[src/rtl/prescaler_multi.sv]
// Multi-channel programmable clock prescaler: NCH independent dividers of clkin,
// each with a registered divided clock, a one-cycle tick, and glitch-free divisor reload.
module prescaler_multi #(
    parameter int NCH         = 4,
    parameter int WIDTH       = 16,
    parameter int DEFAULT_DIV = 2
) (
    input  logic                   clkin,
    input  logic                   rstn,
    input  logic [NCH-1:0]         en,
    input  logic                   sync,
    input  logic [NCH-1:0]         load,
    input  logic [NCH*WIDTH-1:0]   div,
    output logic [NCH-1:0]         clkout,
    output logic [NCH-1:0]         tick,
    output logic [NCH-1:0]         pend
);

    localparam logic [WIDTH-1:0] DIV_RST = WIDTH'(DEFAULT_DIV);
    localparam logic [WIDTH-1:0] ONE     = WIDTH'(1);
    localparam logic [WIDTH-1:0] TWO     = WIDTH'(2);

    // Divisors 0 and 1 cannot produce a square wave; treat them as 2.
    function automatic logic [WIDTH-1:0] clamp_div(input logic [WIDTH-1:0] d);
        return (d < TWO) ? TWO : d;
    endfunction

    genvar gi;
    generate
        for (gi = 0; gi < NCH; gi++) begin : g_ch
            logic [WIDTH-1:0] cnt_reg, cnt_next;
            logic [WIDTH-1:0] act_reg, act_next;
            logic [WIDTH-1:0] pdiv_reg, pdiv_next;
            logic             pend_reg, pend_next;
            logic             clk_reg, clk_next;
            logic             tick_reg, tick_next;
            logic [WIDTH-1:0] div_slice;
            logic             wrap;

            assign div_slice = div[gi*WIDTH +: WIDTH];
            // act_reg is always >= 2, so D-1 never underflows.
            assign wrap      = (cnt_reg == act_reg - ONE);

            always_comb begin
                cnt_next  = cnt_reg;
                act_next  = act_reg;
                pdiv_next = pdiv_reg;
                pend_next = pend_reg;
                clk_next  = clk_reg;
                tick_next = 1'b0;

                // Disabled and sync share one behaviour: park at phase 0 and take any pending divisor.
                if (!en[gi] || sync) begin
                    cnt_next = '0;
                    clk_next = 1'b0;
                    if (pend_reg) begin
                        act_next  = pdiv_reg;
                        pend_next = 1'b0;
                    end
                end else begin
                    clk_next = (cnt_reg >= (act_reg >> 1));
                    if (wrap) begin
                        cnt_next  = '0;
                        tick_next = 1'b1;
                        if (pend_reg) begin
                            act_next  = pdiv_reg;
                            pend_next = 1'b0;
                        end
                    end else begin
                        cnt_next = cnt_reg + ONE;
                    end
                end

                // A load lands after the apply decision above, so it always waits for the next boundary.
                if (load[gi]) begin
                    pdiv_next = clamp_div(div_slice);
                    pend_next = 1'b1;
                end
            end

            always_ff @(posedge clkin or negedge rstn) begin
                if (!rstn) begin
                    cnt_reg  <= '0;
                    act_reg  <= DIV_RST;
                    pdiv_reg <= DIV_RST;
                    pend_reg <= 1'b0;
                    clk_reg  <= 1'b0;
                    tick_reg <= 1'b0;
                end else begin
                    cnt_reg  <= cnt_next;
                    act_reg  <= act_next;
                    pdiv_reg <= pdiv_next;
                    pend_reg <= pend_next;
                    clk_reg  <= clk_next;
                    tick_reg <= tick_next;
                end
            end

            assign clkout[gi] = clk_reg;
            assign tick[gi]   = tick_reg;
            assign pend[gi]   = pend_reg;
        end
    endgenerate

endmodule
[config.mk]
export PLATFORM = sky130hd
export DESIGN_NAME = prescaler_multi
export DESIGN_NICKNAME = d
export VERILOG_FILES = /design/src/rtl/prescaler_multi.sv
export SDC_FILE = /design/constraint.sdc
export NUM_CORES = 1
export LEC_CHECK = 0
export CAP_MARGIN = 20
export CORE_ASPECT_RATIO = 1.25
export CORE_MARGIN = 1
export CORE_UTILIZATION = 65
export DETAILED_ROUTE_END_ITERATION = 8
export MAX_ROUTING_LAYER = met4
export PLACE_DENSITY = 0.91
export SYNTH_ARGS = -nofsm -noshare
export SYNTH_HDL_FRONTEND = slang
export SYNTH_SLANG_ARGS = --single-unit
[constraint.sdc]
create_clock -name clkin -period 7.5 [get_ports clkin]
set_input_delay 0.75 -clock clkin [delete_from_list [all_inputs] [get_ports clkin]]
set_output_delay 0.75 -clock clkin [all_outputs]
set_load 0.01 [all_outputs]
==> flow_summary.yaml, run 1 <==
cells_and_area:
  most-common-layout-cells: "196 x dfrtp_1, 85 x nand2_1, 85 x clkdlybuf4s50_1"
  area_growth_pct: 12.6
  fillers: 1349
  final_common_cell: "dfrtp_1"
  fin_nets: 1550
  drive_gt1_share_pct: 9.28
  final_util_pct: 75.1
  diodes: 0
  seqCellArea_sq_um: 5110
  multiInputGateArea_sq_um: 7260
  final_cells: 1688
drt:
  first_pass_iters: 5
  wl_um: 28600
  drt_iter0_drc: 679
  route.vias.total: 10600
  ant_nets: 0
  vias_per_cell: 6.29
  post_drt_wl_per_cell_um: 16.9
  drc_errors: 0
placement:
  dp_slack_ps: 3350
  dp_cells: 1646
  io_buffers: 86
  globalplace.congestion: 0.902
  dp_hpwl_um: 20100
synthesis:
  async_flop_share_pct: 100
  synth_nets: 1524
  ys_ff_latch: 204
  synth_area_sq_um: 13100
  synthesis.instances: 1381
  synth.largest_area_cell: "dfrtp_1"
  ys_types: 75
  synth_area_per_cell_sq_um: 9.48
  synthTopCellsByArea: "dfrtp_1 37%, ha_1 6.5%, mux2_2 5.0%"
  synth-main-ff-cell: "dfrtp_1"
  synth_top_area_share_pct: 37.5
  synth_edf_count: 0
  ys_seq_area_share_pct: 39.1
  yosysWarnings: 0
cts:
  clk_pin_slew_ps: 60
  cts_tree: "yes"
  clock_sinks: 204
  cts_resized: 0
  cts_setup_buffers: 0
  htreeDepth: 1
  cts_root_buf: "clkbuf_16"
  cts_buffers: 22
  cts_hold_buf: 0
  clk_latency_ps: 500
  clk_path_buf_depth: 3
pwr:
  vdd_drop_max_mv: 0.185
  p_leak_uw: 0.00632
  p_total_uw: 3160
  power_frac_seq_pct: 43.1
  p_per_area_nw_per_um2: 214
  switching_share_pct: 29.9
  p_comb_share_pct: 20.9
  clock_power_share_pct: 36.0
  netSwitchingPower_uw: 944
  p_int_uw: 2210
critical_path:
  r2r-start: "g_ch[1].act_reg[0]"
  start_kind: "register"
  r2r_end: "g_ch[1].act_reg[6]"
  regToRegSetupSlack_ps: 3300
  reg2regPathDepth: 9
  worstPathMaxFanout: 18
  critPathLaunch: "g_ch[1].act_reg[0]"
  required_ps: 7880
  cp_data_arrival_time_ps: 4570
  cp-endpoint: "g_ch[1].act_reg[6]"
  critPathKind: "reg2reg"
  cp-end-kind: "register"
global_route:
  first_global_vias: 10300
  grt_first_pass_wirelength_um: 48400
  grt_overflow: 0
  antenna_found_initial: 0
  grt_max_degree: 79
  grtUsageTotal_pct: 29.1
job:
  max_cap_viol_count: 0
sta:
  finalSetupViolCount: 0
  slew_viol_final: 0
  setup_slack_ps: 3300
  fin_crit_sh_pct: 56.0
  tightestPinTransition_ps: 1090
  period_needed_ps: 4200
  fmax_mhz: 238
  tns_ps: 0
  slew_headroom_pct: 27.0
  hold_violations: 0
  clock_skew_ps: 9.77
  rsz0062_at_grt: "no"
floorplanning:
  core.rowCount: 57
  dieArea_sq_um: 20700
  die_w_um: 129
  die_height_um: 161
  coreArea_sq_um: 19600
  io_pins: 87
  start_util_pct: 66.7
status:
  status: "completed"
min_path:
  min_path_type: "in2async"
==> worst min path at each step <==
stage	slack, ps	depth (start not counted)	startpoint	endpoint
2_1_floorplan	450	0	rstn	g_ch[0].act_reg[0]
3_3_place_gp	470	1	g_ch[0].pdiv_reg[11]	g_ch[0].act_reg[11]
3_5_place_dp	470	1	g_ch[0].pdiv_reg[9]	g_ch[0].act_reg[9]
4_1_cts	280	1	rstn	g_ch[3].act_reg[6]
5_1_grt	290	1	rstn	g_ch[3].pdiv_reg[10]
6_report	250	1	rstn	g_ch[3].pend_reg
==> stage by stage <==
| step | hold WS (ps) | area, sq um |
|---|---|---|
| global placement | 465 | 13900 |
| floorplan | 454 | 13100 |
| finish | 249 | 14700 |
| global route | 289 | 14700 |
| CTS | 276 | 14700 |
| detailed placement | 473 | 13900 |
==> critical path, stage by stage, from the launching register on <==
cell and delay [ps]:
dfrtp_1 450, inv_1 110, ha_1 240, or3b_2 530
or4_4 510, or3b_1 380, a311oi_2 290, o2111ai_2 500
or2_1 630, a311o_1 430
==> metal layers <==
layer  vias up  part of all wire (%)  global-route usage, %
met3        64                   4.2                   3.83
li1       5116                     -                      -
met5         -                     0                      -
met4         0                   2.5                   8.34
met2       301                    51                   48.8
met1      5142                    43                   36.7
==> kinds of logic after synthesis <==
group	count (synthesis)	share of synthesized area, %
AO/OA/AOI/OAI	283	15.8
multiplexers	74	6.35
adder cells (fa/ha/maj)	68	6.50
flip-flops	204	39.1
AND/OR/NAND/NOR	457	18.5
buffers and inverters	171	5.47
XOR/XNOR	124	8.30
==> power by group through the flow <==
stage | Sequential [uW] | Combinational [uW] | Clock [uW]
finish | 1360 | 660 | 1140
global route | 1380 | 737 | 1200
CTS | 1360 | 657 | 1150
detailed placement | 1380 | 648 | 0
global placement | 1370 | 623 | 0
floorplan | 1310 | 523 | 0
==> cell usage after synthesis (10+ instances only) <==
cell type and number:
xor2_1 54, dfrtp_1 196, a31o_1 16, mux2_2 58, a311o_1 17, clkbuf_1 67
o311ai_1 18, nand2b_1 33, xnor2_1 70, mux2_1 14, a31oi_1 24, nor2b_1 10
o22ai_1 35, nor4_1 44, o211ai_1 34, ha_1 68, nor3_1 34, or4_1 11
a21o_1 25, buf_4 12, or3_1 22, o21ai_1 10, a21oi_1 20, a211oi_1 10
o21ai_0 26, nand4_1 12, inv_1 75, nand2_1 85, and3_1 39, nor2_1 76
nand3_1 58
==> cell type report <==
class                      count  area share (%)
multi-input combinational   1006            49.3
sequential                   204            34.7
timing repair buffer          98            6.62
clock buffer                  27            4.14
tap                          265            2.25
inverter                      75            1.91
clock inverter                13            1.06
Note: power is estimated with default switching activity, not from simulation.
==> inputs of run 2 (changes only) <==
CORE_UTILIZATION = 55   (was 65)
PLACE_DENSITY = 0.82   (was 0.91)
clock period = 3.8 ns   (was 7.5 ns; I/O delays follow)
==> run 2 against run 1 <==
Register-to-register slack worse by 3200 ps. Global-route usage down 3.8 points. Cell area up 1.0%. Sequential cell count unchanged. Critical endpoint is now g_ch[1].act_reg[2].
==> flow_summary.yaml, run 2 (synthesis gave the netlist of run 1 again) <==
floorplanning:
  die_w_um: 140
  core.rowCount: 62
  dieArea_sq_um: 24400
  die_height_um: 174
  coreArea_sq_um: 23200
  io_pins: 87
  start_util_pct: 56.4
drt:
  first_pass_iters: 5
  ant_nets: 0
  route.vias.total: 10700
  post_drt_wl_per_cell_um: 16.8
  wl_met3_um: 1170
  highest_layer: "met4"
  wl_met1_um: 12700
  met2_length_um: 14700
  wl_um: 29100
  drt_iter0_drc: 599
  vias_per_cell: 6.19
  drc_errors: 0
placement:
  io_buffers: 86
  globalplace.congestion: 0.924
  dp_hpwl_um: 20800
  dp_slack_ps: 130
pwr:
  p_leak_uw: 0.00642
  vdd_drop_max_mv: 0.327
  p_per_area_nw_per_um2: 414
  switching_share_pct: 30.2
  p_comb_share_pct: 22.1
  power_frac_seq_pct: 43.2
  p_int_uw: 4300
  netSwitchingPower_uw: 1860
  clock_power_share_pct: 34.7
global_route:
  grt_max_degree: 92
  first_global_vias: 10500
  grtUsageTotal_pct: 25.3
  grt_overflow: 0
  grt_first_pass_wirelength_um: 50400
  antenna_found_initial: 0
critical_path:
  worstPathMaxFanout: 16
  start_kind: "register"
  path_cells: "inv_1 -> ha_1 -> or3b_2 -> or4_4 -> or3b_1 -> a311oi_2 -> o2111ai_2 -> or2_1 -> a311o_1"
  reg2regPathDepth: 9
  required_ps: 4180
  cp_data_arrival_time_ps: 4050
  cp_slowest_cell: "or3b_2"
  cp-end-kind: "register"
  critPathKind: "reg2reg"
  max_stage_delay_ps: 530
sta:
  slew_headroom_pct: 42.0
  period_needed_ps: 3670
  fmax_mhz: 272
  fin_hold_ws_ps: 451
  tightestPinTransition_ps: 867
  setup_slack_ps: 127
  clock_skew_ps: 10.4
  slew_viol_final: 0
  rsz0062_at_grt: "no"
  tns_ps: 0
  fin_crit_sh_pct: 96.7
  finalSetupViolCount: 0
  hold_violations: 0
min_path:
  min_path_type: "in2reg"
  hold_path_depth: 3
cells_and_area:
  diodes: 0
  drive_gt1_share_pct: 10.5
  area_growth_pct: 13.8
  final_common_cell: "dfrtp_1"
  fin_nets: 1573
  fillers: 1876
  final_util_pct: 64.2
  most-common-layout-cells: "196 x dfrtp_1, 85 x nand2_1, 85 x clkdlybuf4s50_1"
cts:
  cts_tree: "yes"
  clk_pin_slew_ps: 60
  clk_path_buf_depth: 3
  cts_setup_buffers: 0
  cts_root_buf: "clkbuf_16"
  htreeDepth: 1
  clock_sinks: 204
  clk_latency_ps: 500
  cts_buffers: 23
status:
  status: "completed"
job:
  max_cap_viol_count: 0
## run 2: cell count changes in the layout (fill, tap and decap cells not counted), sizes merged
cell         previous run  this run
buf                    12        33
clkbuf                 28        33
bufinv                  3         1
clkinv                  7         6
clkinvlp                2         1
dlygate4sd3             0         1
## run 2: final timing paths
path,end,startpoint,slack (ps)
worst max-delay path,g_ch[1].act_reg[2],g_ch[1].act_reg[1],130
worst min-delay path,g_ch[2].pdiv_reg[0],div[32],450
worst max register to register,g_ch[1].act_reg[2],g_ch[1].act_reg[1],130
worst min register to register,g_ch[0].act_reg[15],g_ch[0].pdiv_reg[15],470
max in group asynchronous,g_ch[2].pdiv_reg[1],rstn,2340
min in group asynchronous,g_ch[3].act_reg[11],rstn,520
## run 2: metal layers
layer	global-route usage, %	vias to the layer above
li1	-	5182
met1	32.3	5230
met2	42.8	273
met3	2.48	50
met4	6.68	0
met5	-	-
## run 2: power by group through the flow
stage	combinational, uW	sequential [uW]	clock, uW
2_1_floorplan	1030	2580	0
3_3_place_gp	1290	2680	0
3_5_place_dp	1350	2700	0
4_1_cts	1360	2660	2190
5_1_grt	1520	2700	2270
6_report	1360	2660	2130
## run 2: what timing repair did
action / CTS / global route
endpoints found under the setup margin: 0 / 33
hold buffers: 1 / 0
gates resized for setup: 0 / 1
hold endpoints to repair: 85 / 0
## run 2: stage by stage
stage / instances / power, uW / instance area, sq um
after floorplan: 1381 / 3610 / 13100
after global placement: 1692 / 3980 / 14100
after detailed placement: 1692 / 4050 / 14100
after CTS: 1734 / 6210 / 14900
after global routing: 1734 / 6490 / 14900
final: 1734 / 6160 / 14900
## run 2: worst max-delay path, delay by kind of cell (launching register included)
| kind | cells | cell delay [ps] |
|---|---|---|
| AO/OA/AOI/OAI | 3 | 900 |
| buffers and inverters | 1 | 70 |
| AND/OR/NAND/NOR | 4 | 1940 |
| adder cells (fa/ha/maj) | 1 | 230 |
| flip-flops | 1 | 400 |
## run 2: cell type report
cell class                 instances  area [sq um]  share of cell area [%]
multi-input combinational       1006          7270                    48.8
sequential                       204          5110                    34.4
timing repair buffer             120          1130                    7.62
clock buffer                      32           649                    4.36
tap                              288           360                    2.42
inverter                          75           282                    1.89
clock inverter                     9          76.3                   0.513
